===== config.mk =====
export PLATFORM = sky130hd
export DESIGN_NAME = rptr_empty_prog
export DESIGN_NICKNAME = d
export VERILOG_FILES = /design/src/rtl/rptr_empty_prog.sv
export SDC_FILE = /design/constraint.sdc
export NUM_CORES = 1
export LEC_CHECK = 0
export ABC_CLOCK_PERIOD_IN_PS = 3200
export CORE_ASPECT_RATIO = 1.5
export CORE_MARGIN = 5
export CORE_UTILIZATION = 47
export CTS_CLUSTER_SIZE = 20
export DETAILED_ROUTE_END_ITERATION = 12
export GPL_TIMING_DRIVEN = 1
export PLACE_DENSITY = 0.79
export SLEW_MARGIN = 25
export SYNTH_ARGS = -nofsm -noshare
export SYNTH_HDL_FRONTEND = slang
export SYNTH_SLANG_ARGS = --single-unit

===== constraint.sdc =====
create_clock -name rclk -period 3.2 [get_ports rclk]
set_input_delay 0.64 -clock rclk [delete_from_list [all_inputs] [get_ports rclk]]
set_output_delay 0.64 -clock rclk [all_outputs]
set_load 0.05 [all_outputs]

===== src/rtl/rptr_empty_prog.sv =====
// ---------------------------------------------------------------------------
// rptr_empty_prog
//   Read-side pointer and flag logic for an asynchronous FIFO. It keeps the
//   binary read pointer and publishes its Gray-coded form for the write
//   domain. Against the synchronized write pointer it derives the registered
//   empty flag, a programmable almost-empty flag and the occupancy. Reads
//   attempted while empty are rejected. Each rejected read is reported as a
//   one-cycle pulse, a sticky flag and a saturating event counter.
//
// Ports
//   rclk              in   read-domain clock
//   rrst_n            in   asynchronous active-low reset
//   rinc              in   read request
//   rq2_wptr          in   Gray write pointer, already synchronized to rclk
//   ae_thresh         in   runtime almost-empty threshold
//   ae_thresh_en      in   1: use ae_thresh, 0: use AE_DEFAULT
//   ucnt_clr          in   synchronous clear of ucnt and runderflow_sticky
//   raddr             out  binary read address into storage
//   rptr              out  registered Gray read pointer
//   rempty            out  registered empty flag
//   raempty           out  registered almost-empty flag
//   rcount            out  registered occupancy, 0..2**ASIZE
//   runderflow        out  one-cycle pulse on a rejected read
//   runderflow_sticky out  set on any underflow, held until ucnt_clr
//   ucnt              out  saturating underflow event count
//
// Handshake: rinc is a request and ~rempty acts as ready. A read is
// accepted on a rising rclk edge only when both are high. A request made
// while rempty is high is dropped and counted as an underflow.
// ---------------------------------------------------------------------------
module rptr_empty_prog #(
    parameter int ASIZE      = 4,
    parameter int AE_DEFAULT = 2,
    parameter int UCNT_W     = 8
) (
    input  logic              rclk,
    input  logic              rrst_n,
    input  logic              rinc,
    input  logic [ASIZE:0]    rq2_wptr,
    input  logic [ASIZE:0]    ae_thresh,
    input  logic              ae_thresh_en,
    input  logic              ucnt_clr,
    output logic [ASIZE-1:0]  raddr,
    output logic [ASIZE:0]    rptr,
    output logic              rempty,
    output logic              raempty,
    output logic [ASIZE:0]    rcount,
    output logic              runderflow,
    output logic              runderflow_sticky,
    output logic [UCNT_W-1:0] ucnt
);

    localparam logic [ASIZE:0]    AE_DEF   = (ASIZE+1)'(AE_DEFAULT);
    localparam logic [UCNT_W-1:0] UCNT_MAX = '1;

    logic [ASIZE:0] rbin;
    logic [ASIZE:0] rbin_next;
    logic [ASIZE:0] rgray_next;
    logic [ASIZE:0] wbin;
    logic [ASIZE:0] cnt_next;
    logic [ASIZE:0] thr;
    logic           accept;
    logic           underflow;

    assign accept    = rinc & ~rempty;
    assign underflow = rinc & rempty;
    assign raddr     = rbin[ASIZE-1:0];

    // Gray to binary: bit i is the XOR of all Gray bits from the MSB down to i.
    always_comb begin
        wbin = '0;
        for (int i = 0; i <= ASIZE; i++) begin
            wbin[i] = ^(rq2_wptr >> i);
        end
    end

    assign rbin_next  = rbin + {{ASIZE{1'b0}}, accept};
    assign rgray_next = rbin_next ^ (rbin_next >> 1);
    // The subtraction wraps modulo 2**(ASIZE+1). With the extra pointer bit,
    // this yields 0..2**ASIZE without special-casing the wrap.
    assign cnt_next   = wbin - rbin_next;
    // Any threshold >= 2**ASIZE is never exceeded by the count, so
    // almost-empty is forced high.
    assign thr        = ae_thresh_en ? ae_thresh : AE_DEF;

    always_ff @(posedge rclk or negedge rrst_n) begin
        if (!rrst_n) begin
            rbin    <= '0;
            rptr    <= '0;
            rcount  <= '0;
            rempty  <= 1'b1;
            raempty <= 1'b1;
        end else begin
            rbin    <= rbin_next;
            rptr    <= rgray_next;
            rcount  <= cnt_next;
            rempty  <= (rgray_next == rq2_wptr);
            raempty <= (cnt_next <= thr);
        end
    end

    // Underflow reporting. A clear in the same cycle as an underflow wins
    // for the count and the sticky flag, but the pulse is still produced.
    always_ff @(posedge rclk or negedge rrst_n) begin
        if (!rrst_n) begin
            runderflow        <= 1'b0;
            runderflow_sticky <= 1'b0;
            ucnt              <= '0;
        end else begin
            runderflow <= underflow;
            if (ucnt_clr) begin
                runderflow_sticky <= 1'b0;
                ucnt              <= '0;
            end else if (underflow) begin
                runderflow_sticky <= 1'b1;
                if (ucnt != UCNT_MAX) begin
                    ucnt <= ucnt + 1'b1;
                end
            end
        end
    end

endmodule


==> results.yml, run 1 <==
worst_setup_path:
  crit_path_start_kind: "primary input"
  end_kind: "flip-flop"
  crit_family: "adder cells"
  reg2reg_depth: 11
  crit_required_ns: 3.40
  r2r_start: "rempty"
  timing.rr.end: "raempty"
  critical_path_class: "in -> reg"
  crit_path_top_delay_cell: "fa_2"
  max_stage_delay_ns: 0.54
  cp_max_fo: 3
  path_cells: "clkdlybuf4s50_1 > nor2b_4 > xnor2_2 > inv_1 > ha_2 > fa_2 > inv_2 > ha_4 > nor2b_1 > o21a_1 > o21a_1 > o21a_1 > o21ai_1"
  cp_data_arrival_time_ns: 3.29
  regToRegSetupSlack_ns: 0.39
  cp.depth: 13
  critPathBufInv: 3
  cp-endpoint: "raempty"
  cpMostUsedCell: "o21a_1"
  critPathLaunch: "rinc"
sta:
  slew_headroom: 0.6572
  period_share: 0.9657
  rsz0062_at_grt: "no"
  fmax_mhz: 323.6
  setup_viol: 0
  hold_ws_ns: 0.5202
  min_period_ns: 3.090
  final_hold_viol_count: 0
  finClkSkew_ns: 0.001934
  slew_violations: 0
  tightest_slew_ns: 0.5126
yosys:
  synthesis.nets: 157
  ys_warn_count: 0
  synth_compound_area_frac: 0.06923
  ys_top_cells_by_area: "dfrtp_1 (41%), ha_1 (9.4%), xnor2_1 (6.0%)"
  synthMuxAreaShare: 0.006838
  synth_top_cell_by_area: "dfrtp_1"
  synthCells: 130
  yosys.area_share.simple: 0.1752
  seq_area_frac_synth: 0.4462
  yosysTopAreaCellShare: 0.4103
  synth_top_family_by_area: "simple AND/OR/NAND/NOR gates"
  synth_edf_count: 0
  synth-seq-cells: 26
  ys.flop_type: "dfrtp_1"
  syn_area_per_cell_um2: 11.26
  yosysUniqueCellTypes: 36
  syn-cell-area_um2: 1464
  synth_xor_area_frac: 0.1692
  synthArstFlopShare: 1.000
  synth_fa_ha_area_frac: 0.1077
global_route:
  gr-total-overflow: 0
  grt_usage: 0.1655
  grt_pass1_wl_um: 5934
  grt_max_degree: 27
  grt_pass1_vias: 1301
  antenna_found_initial: 0
cells_and_area:
  mostFrequentLayoutCell: "clkdlybuf4s50_1"
  utilization: 0.7266
  nets: 217
  final_cell_mix: "clkdlybuf4s50_1 (37), dfrtp_1 (24), buf_4 (17), nor2_1 (9)"
  finalInstanceArea_um2: 2138
  drive_above_1_share: 0.2381
  syn_to_final_growth_pct: 46.07
  antennaDiodeCount: 0
floorplan:
  die_w_um: 55.57
  pin_count: 41
  die_y_um: 78.35
  start_util: 0.4974
  die-area_um2: 4354
  core_area_um2: 2943
  num_rows: 24
drt:
  drt_iter0_drc: 28
  remaining_drc_errors: 0
  viasPerCell: 5.175
  num_vias: 1180
  postRouteAntennaNets: 0
  wl_um: 3269
  drt_pre_antenna_iters: 5
  wl_per_cell_um: 14.34
power_and_ir_drop:
  peakVddDrop_mv: 0.7435
  pwr_density_cell_nw_per_um2: 1139
  leakage_nw: 0.9536
cts:
  clkTransAtPathRegs_ns: 0.09
  clock_latency_ns: 0.26
  cts_max_level: 1
  cts_max_path_buffers: 2
  root_buffer: "clkbuf_8"
  cts_tree: "built"
  cts.sinks: 26
  cts_buffers: 3
placed_design:
  gp_congestion: 0.7519
  place_area_um2: 2033
  port_buffers: 40
  hpwl_um: 2675
flow_run:
  drv_cap: 0
min_path:
  min_path_type: "reg -> reg"
run_status:
  status: "completed"
cells in the mapped netlist, types with 4 or more instances:
cell,instances
xnor2_1,10
ha_1,11
nand2_1,6
nor2_1,9
dfrtp_1,24
nor3_1,4
nand3_1,4
xnor2_2,4
xor2_1,9
inv_1,8
nor2b_1,5
through the flow:
step | power [W] | instances | setup TNS [ns] | setup WS, ns
2_1_floorplan | 0.001593 | 130 | 0 | 0.04977
3_3_place_gp | 0.002071 | 223 | -0.4076 | -0.4076
3_5_place_dp | 0.002128 | 223 | -0.5317 | -0.5317
4_1_cts | 0.002358 | 227 | 0 | 0.01774
5_1_grt | 0.002615 | 228 | 0 | 0.001903
6_report | 0.002435 | 228 | 0 | 0.1099
kinds of logic after synthesis:
logic type | after synthesis
AND/OR/NAND/NOR | 45
flip-flops | 26
XOR/XNOR | 24
AO/OA/AOI/OAI | 12
adder cells (fa/ha/maj) | 12
buffers and inverters | 10
multiplexers | 1
tightest hold or removal path, stage by stage (launching register included):
cell     delay, ns
dfrtp_1       0.36
nor2_1        0.05
nor2_1        0.07
how the worst min path moves through the flow:
| stage | start | endpoint | slack [ns] | cells past startpoint |
|---|---|---|---|---|
| after floorplan | rrst_n | rbin[0] | 0.34 | 0 |
| after global placement | runderflow_sticky | runderflow_sticky | 0.49 | 2 |
| after detailed placement | runderflow_sticky | runderflow_sticky | 0.51 | 2 |
| after CTS | runderflow_sticky | runderflow_sticky | 0.53 | 2 |
| after global routing | runderflow_sticky | runderflow_sticky | 0.57 | 2 |
| final | runderflow_sticky | runderflow_sticky | 0.52 | 2 |
power by group:
group	internal [W]	total (W)	leakage [nW]	switching, W
sequential	0.000456	0.000526	0.324	0.0000693
clock	0.000110	0.000208	0.0288	0.0000987
combinational	0.000765	0.00170	0.600	0.000935
area by class of cell:
class                   count  area, um^2
fillers                   241       804.5
multi-input cells          94       834.6
well taps                  39       48.80
flip-flops and latches     26       653.1
inverters                   8       30.03
repair buffers             57       516.7
clock buffers               4       55.05
registers in the layout, indices dropped and copies added (netlist names):
register and cells:
raempty 1, rcount 5, rbin 5, rptr 4, rempty 1, ucnt 8
runderflow 1, runderflow_sticky 1
per-layer routing:
layer,part of all wire,track usage
met1,0.37,0.1795
met2,0.56,0.3199
met3,0.053,0.03448
met4,0.010,0.04380
met5,0,0
repair_timing:
action / CTS / global route
setup buffers: 0 / 1
endpoints found under the setup margin: 1 / 1
hold buffers: 0 / 0
pin swaps: 2 / 8
resized for setup: 5 / 14
Note: power is estimated with default switching activity, not from simulation.
==> run 2, diff against run 1 <==
--- a/config.mk
+++ b/config.mk
@@ -5,7 +5,7 @@
 export SDC_FILE = /design/constraint.sdc
 export NUM_CORES = 1
 export LEC_CHECK = 0
-export ABC_CLOCK_PERIOD_IN_PS = 3200
+export ABC_CLOCK_PERIOD_IN_PS = 3410
 export CORE_ASPECT_RATIO = 1.5
 export CORE_MARGIN = 5
 export CORE_UTILIZATION = 47
@@ -13,6 +13,7 @@
 export DETAILED_ROUTE_END_ITERATION = 12
 export GPL_TIMING_DRIVEN = 1
 export PLACE_DENSITY = 0.79
+export SKIP_LAST_GASP = 1
 export SLEW_MARGIN = 25
 export SYNTH_ARGS = -nofsm -noshare
 export SYNTH_HDL_FRONTEND = slang
==> constraint.sdc (replaced) <==
create_clock -name rclk -period 3.41 [get_ports rclk]
set_input_delay 0.682 -clock rclk [delete_from_list [all_inputs] [get_ports rclk]]
set_output_delay 0.682 -clock rclk [all_outputs]
set_load 0.05 [all_outputs]
==> run 2 against run 1 <==
  * Sequential share of layout area increased by 0.77 points
  * Clock-buffer cell count unchanged
  * Critical path depth unchanged
  * Design area decreased by 2.5%
  * Die area unchanged
  * Final cell count decreased by 0.44%
==> results.yml, run 2 (synthesis gave the netlist of run 1 again) <==
drt:
  drt_iter0_drc: 11
  drt_pre_antenna_iters: 4
  wl_um: 3008
  postRouteAntennaNets: 0
  remaining_drc_errors: 0
  wl_per_cell_um: 13.25
  viasPerCell: 5.048
  num_vias: 1146
global_route:
  grt_usage: 0.1466
  antenna_found_initial: 0
  gr-total-overflow: 0
  grt_max_degree: 27
  use_met1: 0.1557
  grt_pass1_wl_um: 5264
  grtUsageMet2: 0.2820
  grt_busiest_layer: "met2"
  grt_pass1_vias: 1200
  met3_usage: 0.04433
sta:
  tightest_slew_ns: 0.5142
  final_hold_viol_count: 0
  finClkSkew_ns: 0.001763
  fin_ws_ns: 0.1401
  setup_viol: 0
  slew_violations: 0
  slew_headroom: 0.6561
  fmax_mhz: 305.8
  min_period_ns: 3.270
  hold_ws_ns: 0.5069
  period_share: 0.9589
power_and_ir_drop:
  peakVddDrop_mv: 0.6977
  pwr_density_cell_nw_per_um2: 1054
  leakage_nw: 0.9377
cts:
  cts_max_path_buffers: 2
  clock_latency_ns: 0.26
  cts_buffers: 3
  cts.sinks: 26
  root_buffer: "clkbuf_8"
  clkTransAtPathRegs_ns: 0.08
  cts_tree: "built"
  cts_max_level: 1
cells_and_area:
  syn_to_final_growth_pct: 42.48
  top_register: "ucnt"
  drive_above_1_share: 0.1755
  antennaDiodeCount: 0
  finalInstanceArea_um2: 2086
  stdcell_count: 227
  largest_register_ff_count: 8
  nets: 216
  final_cell_mix: "clkdlybuf4s50_1 (38), dfrtp_1 (24), buf_4 (16), ha_1 (11), xnor2_1 (10)"
  reg_top3: "ucnt (8), rbin (5), rcount (5)"
  nFillCells: 236
  mostFrequentLayoutCell: "clkdlybuf4s50_1"
worst_setup_path:
  cp_data_arrival_time_ns: 3.46
  crit_path_start_kind: "primary input"
  end_kind: "flip-flop"
  crit_required_ns: 3.60
  cp_max_fo: 2
  critical_path_class: "in -> reg"
placed_design:
  hpwl_um: 2436
  place_area_um2: 2011
  port_buffers: 40
  place_ws_ns: -0.4492
  post-place-cells: 221
  gp_congestion: 0.7660
floorplan:
  start_util: 0.4974
  die_w_um: 55.57
  pin_count: 41
  core_area_um2: 2943
  die-area_um2: 4354
  num_rows: 24
  die_y_um: 78.35
flow_run:
  drv_cap: 0
min_path:
  min_path_type: "reg -> reg"
run_status:
  status: "completed"
## run 2: cell type report
cell class              instances  area [um^2]  area share
well taps                      39        48.80     0.02340
multi-input cells              94        780.7      0.3743
clock buffers                   4        55.05     0.02639
flip-flops and latches         26        653.1      0.3131
inverters                       8        30.03     0.01440
repair buffers                 56        518.0      0.2484
## run 2: power breakdown
part	switching (W)	internal (W)
combinational	0.000861	0.000659
sequential	0.0000569	0.000428
clock	0.0000900	0.000103
## run 2: path summary, 6_finish.rpt
path,startpoint,to,slack (ns),cells past startpoint
max,rq2_wptr[2],raempty,0.14,13
min,runderflow_sticky,runderflow_sticky,0.51,2
max reg2reg,rempty,raempty,0.59,11
min reg2reg,runderflow_sticky,runderflow_sticky,0.51,2
max in group asynchronous,rrst_n,rempty,2.34,2
min in group asynchronous,rrst_n,ucnt[0],0.77,2
## run 2: per-layer routing
metal  up-vias  part of all wire
li1        562                 -
met2        25              0.56
met4         0            0.0080
met1       555              0.38
met3         4             0.053
met5         -                 0
## run 2: metrics by stage
stage | power (W) | setup TNS [ns] | util
floorplan | 0.001494 | 0 | -
global placement | 0.001957 | -0.2863 | 0.6832
detailed placement | 0.001998 | -0.4492 | 0.6832
CTS | 0.002213 | 0 | 0.7062
global route | 0.002348 | -0.005937 | 0.7088
finish | 0.002198 | 0 | 0.7088
## run 2: what timing repair did
item / in CTS / in global routing
setup buffers: 2 / 0
pin swaps: 2 / 1
resized for setup: 3 / 1
endpoints found under the setup margin: 1 / 1
hold buffers: 0 / 0
## run 2: critical path, cell delays in order
cell and delay (ns):
clkdlybuf4s50_1 0.46, xnor2_2 0.24, xor2_2 0.19, xor2_1 0.09, ha_1 0.23, fa_1 0.48
inv_1 0.05, ha_1 0.28, nor2b_1 0.13, o21a_1 0.16, o21a_1 0.17, o21a_1 0.16
o21ai_1 0.14
==> run 3, diff against run 2 <==
--- a/config.mk
+++ b/config.mk
@@ -9,9 +9,10 @@
 export CORE_ASPECT_RATIO = 1.5
 export CORE_MARGIN = 5
 export CORE_UTILIZATION = 47
+export CTS_CLUSTER_DIAMETER = 40
 export CTS_CLUSTER_SIZE = 20
 export DETAILED_ROUTE_END_ITERATION = 12
-export GPL_TIMING_DRIVEN = 1
+export GPL_TIMING_DRIVEN = 0
 export PLACE_DENSITY = 0.79
 export SKIP_LAST_GASP = 1
 export SLEW_MARGIN = 25
==> run 3 against run 2 <==
  * Maximum frequency rose by 1.0%
  * Sequential power rose by 1%
  * Clock-buffer cell count did not move
  * Clock skew rose by 0.0023 ns
  * Critical endpoint unchanged
  * Largest cell class unchanged
==> results.yml, run 3 (synthesis gave the netlist of run 1 again) <==
run_status:
  status: "completed"
sta:
  fin_ws_ns: 0.1735
  setup-tns-final_ns: 0
  tightest_slew_ns: 0.5559
  period_share: 0.9491
  finClkSkew_ns: 0.004110
  setup_viol: 0
  slew_violations: 0
  hold_ws_ns: 0.3970
  min_period_ns: 3.237
  final_hold_viol_count: 0
  fmax_mhz: 309.0
  slew_headroom: 0.6294
min_path:
  min_path_type: "in -> async"
drt:
  num_vias: 1101
  wl_um: 2793
  postRouteAntennaNets: 0
  viasPerCell: 5.121
  drt_pre_antenna_iters: 4
  remaining_drc_errors: 0
  drt_iter0_drc: 22
  wl_per_cell_um: 12.99
power_and_ir_drop:
  p_total_w: 0.002063
  p_seq_frac: 0.238
  power_frac_clock: 0.094
  p_sw_frac: 0.4648
  comb_power_share: 0.669
  pwr_density_cell_nw_per_um2: 1031
  leakage_nw: 0.8792
  power_switching_w: 0.0009587
  p_int_w: 0.001104
  peakVddDrop_mv: 0.5805
floorplan:
  core_area_um2: 2943
  die_y_um: 78.35
  die_w_um: 55.57
  start_util: 0.4974
  die-area_um2: 4354
  pin_count: 41
  num_rows: 24
worst_setup_path:
  end_kind: "flip-flop"
  critical_path_class: "in -> reg"
  crit_required_ns: 3.61
  cp_max_fo: 6
  crit_path_start_kind: "primary input"
  cp_data_arrival_time_ns: 3.43
placed_design:
  gp_congestion: 0.7710
  hpwl_um: 2297
  port_buffers: 39
  place_area_um2: 1898
  place_ws_ns: -0.6758
cts:
  cts_tree: "built"
  cts_hold_buf: 0
  cts_max_path_buffers: 2
  cts_buffers: 3
  clock_latency_ns: 0.27
  cts.sinks: 26
  cts_max_level: 1
  clkTransAtPathRegs_ns: 0.08
  root_buffer: "clkbuf_8"
cells_and_area:
  antennaDiodeCount: 0
  syn_to_final_growth_pct: 36.67
  multiInputGateArea_um2: 804.5
  ff_latch_area_um2: 653.1
  mostFrequentLayoutCell: "clkdlybuf4s50_1"
  nFillCells: 257
  top_register: "ucnt"
  final_cell_mix: "clkdlybuf4s50_1 (36), dfrtp_1 (24), ha_1 (10), xnor2_1 (9), nor2_1 (9)"
  reg_top3: "ucnt (8), rbin (5), rcount (5)"
  finalInstanceArea_um2: 2001
  nets: 204
  drive_above_1_share: 0.1420
  largest_register_ff_count: 8
global_route:
  gr-total-overflow: 0
  grt_usage: 0.1399
  grt_pass1_vias: 1163
  grt_max_degree: 27
  grt_pass1_wl_um: 4981
  antenna_found_initial: 0
flow_run:
  drv_cap: 0
run 3: repair_timing:
| item | CTS | global route |
|---|---|---|
| hold endpoints to repair | 0 | 0 |
| resized for setup | 3 | 7 |
| setup endpoints to repair | 1 | 1 |
| buffers inserted | 2 | 1 |
| gates cloned | 0 | 0 |
| pin swaps | 2 | 4 |
run 3: worst paths after layout:
path,start,to,slack (ns),cells past startpoint
max,rinc,raempty,0.17,12
min,rrst_n,runderflow_sticky,0.40,1
max reg2reg,rempty,raempty,0.46,11
min reg2reg,runderflow_sticky,runderflow_sticky,0.50,2
max in group asynchronous,rrst_n,raempty,2.64,1
min in group rclk,runderflow_sticky,runderflow_sticky,0.50,2
run 3: per-stage QoR:
step             util  cells
6_report       0.6798    215
4_1_cts        0.6705    214
5_1_grt        0.6798    215
3_3_place_gp   0.6467    208
3_5_place_dp   0.6450    208
2_1_floorplan       -    130
run 3: critical path: stages:
cell and delay (ns):
clkdlybuf4s50_1 0.45, and3b_1 0.20, and3_1 0.21, xnor2_2 0.31
ha_1 0.34, nor2b_1 0.16, a221oi_2 0.25, xor2_1 0.24
ha_1 0.28, and3_1 0.17, nand3_1 0.07, o21ai_1 0.07
run 3: power groups by stage:
stage | clock network [W] | logic [W] | registers [W]
final | 0.000193 | 0.00138 | 0.000490
after global routing | 0.000208 | 0.00151 | 0.000504
after CTS | 0.000199 | 0.00137 | 0.000487
after detailed placement | 0 | 0.00136 | 0.000494
after global placement | 0 | 0.00134 | 0.000491
after floorplan | 0 | 0.000653 | 0.000841
run 3: layout make-up:
cell class,count,area share
multi-input combinational,94,0.4021
sequential,26,0.3265
timing repair buffer,42,0.2008
clock buffer,4,0.02752
tap,39,0.02439
inverter,8,0.01501
buffer,2,0.003752
run 3: metal layers:
metal	wire (um)	vias to the layer above	track usage
li1	-	534	-
met1	988	534	0.1361
met2	1575	28	0.2713
met3	185	5	0.04269
met4	44	0	0.05109
met5	0	-	0
